**config.mk**
```make
export PLATFORM = sky130hd
export DESIGN_NAME = wb_arbiter
export DESIGN_NICKNAME = d
export VERILOG_FILES = /design/src/rtl/wb_arbiter.sv
export SDC_FILE = /design/constraint.sdc
export NUM_CORES = 1
export LEC_CHECK = 0
export CAP_MARGIN = 20
export CORE_MARGIN = 3
export CORE_UTILIZATION = 54
export CTS_BUF_LIST = sky130_fd_sc_hd__clkbuf_4 sky130_fd_sc_hd__clkbuf_8
export CTS_CLUSTER_DIAMETER = 120
export DETAILED_ROUTE_END_ITERATION = 10
export PLACE_DENSITY = 0.78
export SYNTH_ARGS = -nofsm -noshare
export SYNTH_HDL_FRONTEND = slang
export SYNTH_SLANG_ARGS = --single-unit
```
**constraint.sdc**
```tcl
create_clock -name clk -period 3.2 [get_ports clk]
set_input_delay 0.64 -clock clk [delete_from_list [all_inputs] [get_ports clk]]
set_output_delay 0.64 -clock clk [all_outputs]
set_load 0.01 [all_outputs]
```
**src/rtl/wb_arbiter.sv**
```systemverilog
// Writeback arbiter: per-unit result FIFOs feeding one register-file write port through a round-robin grant.
// Optional feature macro: WB_BYPASS_EN (an empty FIFO may forward its incoming result straight to writeback).

package wb_arbiter_pkg;
  typedef struct packed {
    logic        instruction_valid;
    logic        register_write;
    logic [4:0]  rd;
    logic [31:0] exe_result;
  } exe_wb_inf_t;
endpackage

module wb_arbiter
  import wb_arbiter_pkg::*;
#(
  parameter int NUM_UNITS    = 3,
  parameter int FIFO_DEPTH   = 4,
  parameter int STALL_MARGIN = 2
) (
  input  logic                        clk,
  input  logic                        rst,
  input  exe_wb_inf_t [NUM_UNITS-1:0] exe_wb_inf,
  output logic [NUM_UNITS-1:0]        unit_stall,
  output logic                        rf_wr_en,
  output logic [4:0]                  rf_wr_addr,
  output logic [31:0]                 rf_wr_data,
  output logic                        overflow_err
);

  localparam int PTR_W   = $clog2(FIFO_DEPTH);
  localparam int CNT_W   = PTR_W + 1;
  localparam int IDX_W   = (NUM_UNITS > 1) ? $clog2(NUM_UNITS) : 1;
  localparam int ENTRY_W = 37;
  localparam logic [CNT_W-1:0] STALL_LEVEL = CNT_W'(FIFO_DEPTH - STALL_MARGIN);
  localparam logic [CNT_W-1:0] FULL_LEVEL  = CNT_W'(FIFO_DEPTH);

  logic [NUM_UNITS-1:0] push_req;
  logic [NUM_UNITS-1:0] fifo_empty;
  logic [NUM_UNITS-1:0] fifo_full;
  logic [NUM_UNITS-1:0] req;
  logic [NUM_UNITS-1:0] grant;
  logic [NUM_UNITS-1:0] pop;
  logic [NUM_UNITS-1:0] push;
  logic [NUM_UNITS-1:0] drop;
  logic [ENTRY_W-1:0]   cand_entry [NUM_UNITS];

  logic [IDX_W-1:0]     last_grant;
  logic [IDX_W-1:0]     grant_idx;
  logic                 grant_any;
  logic [ENTRY_W-1:0]   grant_entry;
  int                   search_idx;

  for (genvar gi = 0; gi < NUM_UNITS; gi++) begin : g_unit
    logic [ENTRY_W-1:0] mem [FIFO_DEPTH];
    logic [PTR_W-1:0]   rd_ptr;
    logic [PTR_W-1:0]   wr_ptr;
    logic [CNT_W-1:0]   count;
    logic [ENTRY_W-1:0] in_entry;
    logic               bypass;

    // Stores, branches without link and x0 writes never occupy a slot.
    assign push_req[gi]   = exe_wb_inf[gi].instruction_valid & exe_wb_inf[gi].register_write &
                            (exe_wb_inf[gi].rd != 5'd0);
    assign in_entry       = {exe_wb_inf[gi].rd, exe_wb_inf[gi].exe_result};
    assign fifo_empty[gi] = (count == '0);
    assign fifo_full[gi]  = (count == FULL_LEVEL);
    assign unit_stall[gi] = (count >= STALL_LEVEL);
    assign pop[gi]        = grant[gi] & ~fifo_empty[gi];

`ifdef WB_BYPASS_EN
    assign req[gi]        = ~fifo_empty[gi] | push_req[gi];
    assign cand_entry[gi] = fifo_empty[gi] ? in_entry : mem[rd_ptr];
    assign bypass         = grant[gi] & fifo_empty[gi];
`else
    assign req[gi]        = ~fifo_empty[gi];
    assign cand_entry[gi] = mem[rd_ptr];
    assign bypass         = 1'b0;
`endif

    // A full FIFO still accepts a push when its head leaves in the same cycle.
    assign push[gi] = push_req[gi] & ~bypass & (~fifo_full[gi] | pop[gi]);
    assign drop[gi] = push_req[gi] & ~bypass & fifo_full[gi] & ~pop[gi];

    always_ff @(posedge clk or posedge rst) begin
      if (rst) begin
        rd_ptr <= '0;
        wr_ptr <= '0;
        count  <= '0;
      end else begin
        if (push[gi]) wr_ptr <= wr_ptr + 1'b1;
        if (pop[gi])  rd_ptr <= rd_ptr + 1'b1;
        count <= count + CNT_W'(push[gi]) - CNT_W'(pop[gi]);
      end
    end

    always_ff @(posedge clk) begin
      if (push[gi]) mem[wr_ptr] <= in_entry;
    end
  end

  // Round-robin: search begins one past the last granted unit.
  always_comb begin
    grant_any  = 1'b0;
    grant_idx  = last_grant;
    grant      = '0;
    search_idx = 0;
    for (int k = 1; k <= NUM_UNITS; k++) begin
      search_idx = (int'(last_grant) + k) % NUM_UNITS;
      if (!grant_any && req[search_idx]) begin
        grant_any = 1'b1;
        grant_idx = IDX_W'(search_idx);
      end
    end
    if (grant_any) grant[grant_idx] = 1'b1;
    grant_entry = cand_entry[grant_idx];
  end

  always_ff @(posedge clk or posedge rst) begin
    if (rst) begin
      last_grant   <= IDX_W'(NUM_UNITS - 1);
      rf_wr_en     <= 1'b0;
      rf_wr_addr   <= '0;
      rf_wr_data   <= '0;
      overflow_err <= 1'b0;
    end else begin
      rf_wr_en <= grant_any;
      if (grant_any) begin
        last_grant <= grant_idx;
        rf_wr_addr <= grant_entry[36:32];
        rf_wr_data <= grant_entry[31:0];
      end
      if (|drop) overflow_err <= 1'b1;
    end
  end

endmodule

```
==> results of run 1 <==
==> cells by family (layout without fill, tap and decap cells) <==
logic type,after synthesis,after routing,synth area share
and+or+nand+nor,98,98,0.0257
other,0,1,0
muxes,115,115,0.130
xor gates and xnor gates,12,12,0.00539
buffers and inverters,71,376,0.0152
AOI/OAI and AO/OA,107,107,0.0406
DFF,506,506,0.764
adders and majority gates,28,28,0.0191
==> sequential cells by signal, indices dropped and copies added, names as in the netlist <==
name	flops
g_unit.mem	444
rf_wr_data	32
g_unit.count	9
g_unit.rd_ptr	6
g_unit.wr_ptr	6
rf_wr_addr	5
last_grant	2
overflow_err	1
rf_wr_en	1
==> cell type report <==
| class | instances | area (µm²) | area share |
|---|---|---|---|
| Clock buffer | 125 | 1560 | 0.0661 |
| Timing Repair Buffer | 202 | 1950 | 0.0827 |
| Clock inverter | 21 | 128 | 0.00542 |
| Antenna cell | 1 | 2.50 | 0.000106 |
| Sequential cell | 506 | 14900 | 0.632 |
| Inverter | 28 | 108 | 0.00457 |
| Multi-Input combinational cell | 360 | 4350 | 0.185 |
| Tap cell | 455 | 569 | 0.0242 |
==> Yosys cell counts (8+ instances only) <==
cell / instances
edfxtp_1: 444
mux4_2: 111
dfrtp_1: 61
a22oi_1: 60
nand2_1: 44
clkbuf_1: 27
inv_1: 26
ha_1: 25
and2_1: 13
a31oi_1: 12
buf_2: 11
nor2_1: 10
xnor2_1: 8
==> routing by layer <==
metal  vias up  wire length [µm]  share of wire  GRT usage
li1       4346                 -              -          -
met1      5300             17300           0.40      0.319
met2       440             21300           0.49      0.365
met3        65              3660          0.085     0.0589
met4         2               820          0.019     0.0689
met5         -                17        0.00039          0
==> report_power, final <==
| group | total, mW | leakage [nW] | internal [mW] | switching [mW] |
|---|---|---|---|---|
| sequential | 9.42 | 4.74 | 8.37 | 1.05 |
| clock | 5.58 | 0.885 | 3.17 | 2.41 |
| combinational | 7.23 | 2.43 | 3.45 | 3.78 |
| total | 22.2 | 8.06 | 15.0 | 7.24 |
==> how the worst max path moves through the flow <==
stage,startpoint,endpoint,slack [ns],cells past startpoint
after floorplan,last_grant[1],g_unit[0].count[2],0.19,14
after detailed placement,g_unit[0].count[1],g_unit[2].mem[3][6],0.11,8
after CTS,g_unit[0].count[1],g_unit[2].mem[3][6],0.11,8
final,last_grant[1],g_unit[0].count[2],0.17,11
after global routing,g_unit[0].count[1],g_unit[2].mem[1][32],0.03,8
after global placement,exe_wb_inf[75],g_unit[1].count[1],0.23,8
==> impl_metrics.csv, run 1 <==
group,metric,value,unit
outcome,outcome,"completed",
routing,dr_total_vias,10200,
sta,fin_crit_sh,0.948,
synth,syn_area,19500,µm²
critical_path,rr_worst_depth,11,
sta,finalSetupTns,0,ns
place,placed_area,21900,µm²
clocking,cts_setup_buffers,0,
cells_and_area,final-instance-count-excl-fill,1698,
routing,initialDrtViolationCount,851,
clocking,clkSlewWorstSetupHoldPaths,0.06,ns
routing,dr.pass1.iters,6,
global_routing,globalRoute.totalOverflow,0,
routing,drc_errors,0,
critical_path,crit_path_frequent_cell,"ha_1",
synth,yosys-top-cells-area,"edfxtp_1 (68%), mux4_2 (13%), dfrtp_1 (7.8%), a22oi_1 (2.3%), ha_1 (1.6%)",
critical_path,critPathArrivalTime,3.53,ns
routing,wirelength,43100,µm
critical_path,cp_top_family,"adder cells",
synth,synth-main-ff-cell,"edfxtp_1",
flow_run,drv_cap,0,
synth,synth_edf_count,444,
cells_and_area,layout_commonest_cell,"edfxtp_1",
floorplanning,row_count,68,
critical_path,critPathMaxStageDelay,0.56,ns
place,dpl.hpwl,28100,µm
synth,async_flop_share,0.123,
critical_path,path_class,"flip-flop to flip-flop",
critical_path,path_buf_inv,2,
synth,synth_top_area_frac,0.684,
synth,syn_avg_cell_area,20.8,µm²
sta,worst_pin_slew,0.875,ns
clocking,clock-root-buffer,"clkbuf_8",
global_routing,grt_max_degree,40,
power_and_ir_drop,vdd_drop_max,0.000610,V
sta,fin_ws,0.167,ns
cells_and_area,layout_common_cells,"edfxtp_1 (444), clkdlybuf4s50_1 (160), mux4_2 (111)",
sta,rsz0062_at_grt,"no",
place,place_inst,1551,
synth,synth_seq_cells,506,
clocking,clockBufferDepth,3,
clocking,cts_tree,"yes",
floorplanning,initial_core_util,0.556,
routing,antenna_left,0,
synth,syn_nets,1084,
global_routing,antenna_found_initial,2,
clocking,cts_hold_buf,0,
critical_path,r2r-end,"g_unit[0].count[2]",
critical_path,r2r-start,"last_grant[1]",
floorplanning,die_area,38400,µm²
cells_and_area,nFillCells,2252,
synth,yosysTopAreaCell,"edfxtp_1",
sta,slew_headroom,0.416,
hold_path,hold_class,"input pin to asynchronous set/reset pin",
power_and_ir_drop,p_leak,8.06,nW
cells_and_area,fin_util,0.672,
synth,yosysWarningCount,0,
sta,period_needed,3.03,ns
global_routing,grt_pass1_wl,65300,µm
global_routing,grt_pass1_vias,10700,
critical_path,crit_chain,"ha_1 > nor4b_1 > o211ai_1 > nand2_1 > a32o_2 > ha_1 > inv_1 > ha_1 > inv_1 > fa_1 > xor2_1",
critical_path,rrSetupSlack,0.17,ns
sta,hold_slack,0.360,ns
cells_and_area,drive_gt1_frac,0.262,
floorplanning,die_w,196,µm
clocking,h-tree-depth,3,
global_routing,grt.total_usage,0.229,
clocking,ctsResizeCount,0,
synth,ys_seq_area_frac,0.764,
place,place.gp.congestion,0.868,
place,portBuffers,160,
critical_path,startpoint_type,"flip-flop",
floorplanning,dieHeight,196,µm
cells_and_area,fin_area,23600,µm²
synth,syn_inst,937,
cells_and_area,final_nets,1324,
sta,setup_viol,0,
clocking,cts_buffers,79,
floorplanning,core_area,35100,µm²
sta,hold_viol,0,
clocking,insertion_delay,0.62,ns
cells_and_area,syn2layout_area_growth,20.9,%
synth,synth_cell_types,56,
routing,routed_via_density,5.98,
clocking,cts.sink_count,506,
sta,skew,0.0190,ns
sta,slew_violations,0,
routing,wl_per_cell,25.4,µm
critical_path,cp_max_fo,5,
power_and_ir_drop,powerDensity,943,nW/µm²
floorplanning,num_io_pins,161,
power_and_ir_drop,power.total,22.2,mW
sta,max_freq,330,MHz
critical_path,worstPathRequired,3.70,ns
critical_path,cp-end-kind,"flip-flop",
place,dpl_worst_slack,0.112,ns
critical_path,cp_slowest_cell,"dfstp_2",
(Power assumes the default switching activity.)
==> run 2: changes to the inputs <==
--- a/config.mk
+++ b/config.mk
@@ -6,7 +6,6 @@
 export NUM_CORES = 1
 export LEC_CHECK = 0
 export CAP_MARGIN = 20
-export CORE_MARGIN = 3
 export CORE_UTILIZATION = 54
 export CTS_BUF_LIST = sky130_fd_sc_hd__clkbuf_4 sky130_fd_sc_hd__clkbuf_8
 export CTS_CLUSTER_DIAMETER = 120
==> run 2 against run 1 <==
Compared with the run above:
- register-to-register slack worse by 0.02 ns
- sequential power is 3.3% lower
- routed wire length is 1.2% higher
- total power is 1.1% higher
- global-route usage is 1.5 points higher
- final area is 0.49% higher
- maximum frequency is 0.51% lower
- clock skew is 0.015 ns higher
- core utilization is 0.65 points lower
- first-iteration DRC count is 23% higher
- critical path type unchanged
- critical endpoint is now g_unit[1].count[2]
- highest routed layer is now met4
==> impl_metrics.csv, run 2 (synthesis results as in run 1) <==
group,metric,value,unit
routing,routed_via_density,5.99,
cells_and_area,largestRegisters,"g_unit.mem (444), rf_wr_data (32), g_unit.count (9)",
power_and_ir_drop,clkPwrFrac,0.250,
clocking,cts_tree,"yes",
routing,antenna_left,0,
cells_and_area,regMostFlops,"g_unit.mem",
sta,worst_pin_slew,1.00,ns
clocking,clockBufferDepth,3,
power_and_ir_drop,p_leak,8.13,nW
routing,wirelength,43600,µm
global_routing,grt.total_usage,0.244,
flow_run,drv_cap,0,
floorplanning,die_w,192,µm
clocking,clock-root-buffer,"clkbuf_8",
hold_path,hold_class,"flip-flop to flip-flop",
critical_path,cp_max_fo,8,
floorplanning,row_count,69,
floorplanning,dieHeight,192,µm
cells_and_area,syn2layout_area_growth,21.5,%
routing,dr_total_vias,10300,
sta,rsz0062_at_grt,"no",
power_and_ir_drop,powerDensity,949,nW/µm²
power_and_ir_drop,intPower,15.1,mW
power_and_ir_drop,seq_power_share,0.405,
sta,finalSetupTns,0,ns
sta,setup_viol,0,
cells_and_area,final_nets,1331,
routing,wl_per_cell,25.5,µm
clocking,h-tree-depth,3,
sta,period_needed,3.05,ns
clocking,cts_hold_buf,0,
power_and_ir_drop,swShare,0.328,
power_and_ir_drop,vdd_drop_max,0.000774,V
place,placed_area,22000,µm²
global_routing,antenna_found_initial,4,
clocking,clkSlewWorstSetupHoldPaths,0.06,ns
sta,skew,0.0336,ns
cells_and_area,largest_register_ffs,444,
sta,slew_headroom,0.326,
critical_path,critPathArrivalTime,3.54,ns
power_and_ir_drop,p_sw,7.37,mW
global_routing,grt_pass1_vias,10400,
global_routing,grt_max_degree,40,
floorplanning,core_area,35600,µm²
place,dpl.hpwl,28600,µm
clocking,cts_setup_buffers,0,
cells_and_area,layout_common_cells,"edfxtp_1 (444), clkdlybuf4s50_1 (160), mux4_2 (111)",
floorplanning,die_area,36900,µm²
critical_path,cp-end-kind,"flip-flop",
clocking,ctsResizeCount,0,
clocking,insertion_delay,0.61,ns
clocking,cts_buffers,79,
global_routing,globalRoute.totalOverflow,0,
floorplanning,initial_core_util,0.548,
cells_and_area,fin_area,23700,µm²
power_and_ir_drop,power_frac_comb,0.344,
outcome,outcome,"completed",
critical_path,rrSetupSlack,0.15,ns
cells_and_area,drive_gt1_frac,0.268,
floorplanning,num_io_pins,161,
cells_and_area,layout_commonest_cell,"edfxtp_1",
routing,dr.pass1.iters,6,
place,place.gp.congestion,0.821,
sta,max_freq,328,MHz
critical_path,startpoint_type,"flip-flop",
critical_path,worstPathRequired,3.69,ns
routing,initialDrtViolationCount,1047,
sta,hold_viol,0,
sta,slew_violations,0,
sta,fin_crit_sh,0.953,
global_routing,grt_pass1_wl,64000,µm
place,portBuffers,160,
routing,drc_errors,0,
critical_path,path_class,"flip-flop to flip-flop",
clocking,cts.sink_count,506,
run 2: worst max-delay path: stages, from the launching register on:
cell and delay [ns]:
dfrtp_1 0.45, or3_1 0.46, a221oi_2 0.28, a21bo_1 0.26
buf_4 0.20, nand2_1 0.11, o21ai_4 0.13, o21ba_2 0.28
ha_1 0.18, inv_1 0.05, fa_1 0.37, xor2_1 0.17
run 2: final cells by class:
cell class | count | area, µm²
Sequential cell | 506 | 14900
Tap cell | 461 | 577
Timing Repair Buffer | 209 | 2070
Antenna cell | 2 | 5.00
Inverter | 28 | 106
Clock inverter | 18 | 154
Fill cell | 2324 | 11900
Multi-Input combinational cell | 360 | 4340
Clock buffer | 129 | 1530
run 2: final timing paths:
kind | start | endpoint | depth (start not counted)
max | g_unit[0].count[0] | g_unit[1].count[2] | 11
min | overflow_err | overflow_err | 1
max reg2reg | g_unit[0].count[0] | g_unit[1].count[2] | 11
min reg2reg | overflow_err | overflow_err | 1
max in group asynchronous | rst | rf_wr_data[25] | 3
min in group asynchronous | rst | rf_wr_addr[0] | 2
run 2: power groups by stage:
stage	Sequential (mW)	Clock [mW]	Combinational (mW)
after global placement	9.19	0	7.54
after CTS	9.13	5.73	7.81
after detailed placement	9.26	0	7.77
final	9.11	5.63	7.73
after floorplan	8.92	0	5.04
after global routing	9.22	6.01	8.33
run 2: per-layer routing:
layer	vias up	track usage	routed length (µm)
li1	4371	-	-
met1	5338	0.352	17900
met2	487	0.385	21500
met3	59	0.0459	3410
met4	0	0.0706	818
met5	-	0	0
run 2: metrics by stage:
step | utilization | total power [mW] | worst slack (ns) | hold slack (ns) | cells
floorplan | - | 14.0 | 0.187 | 0.511 | 937
global placement | 0.618 | 16.7 | 0.255 | 0.482 | 1564
detailed placement | 0.618 | 17.0 | 0.171 | 0.483 | 1564
CTS | 0.666 | 22.7 | 0.182 | 0.494 | 1711
global route | 0.666 | 23.6 | 0.00607 | 0.525 | 1712
finish | 0.666 | 22.5 | 0.152 | 0.496 | 1713
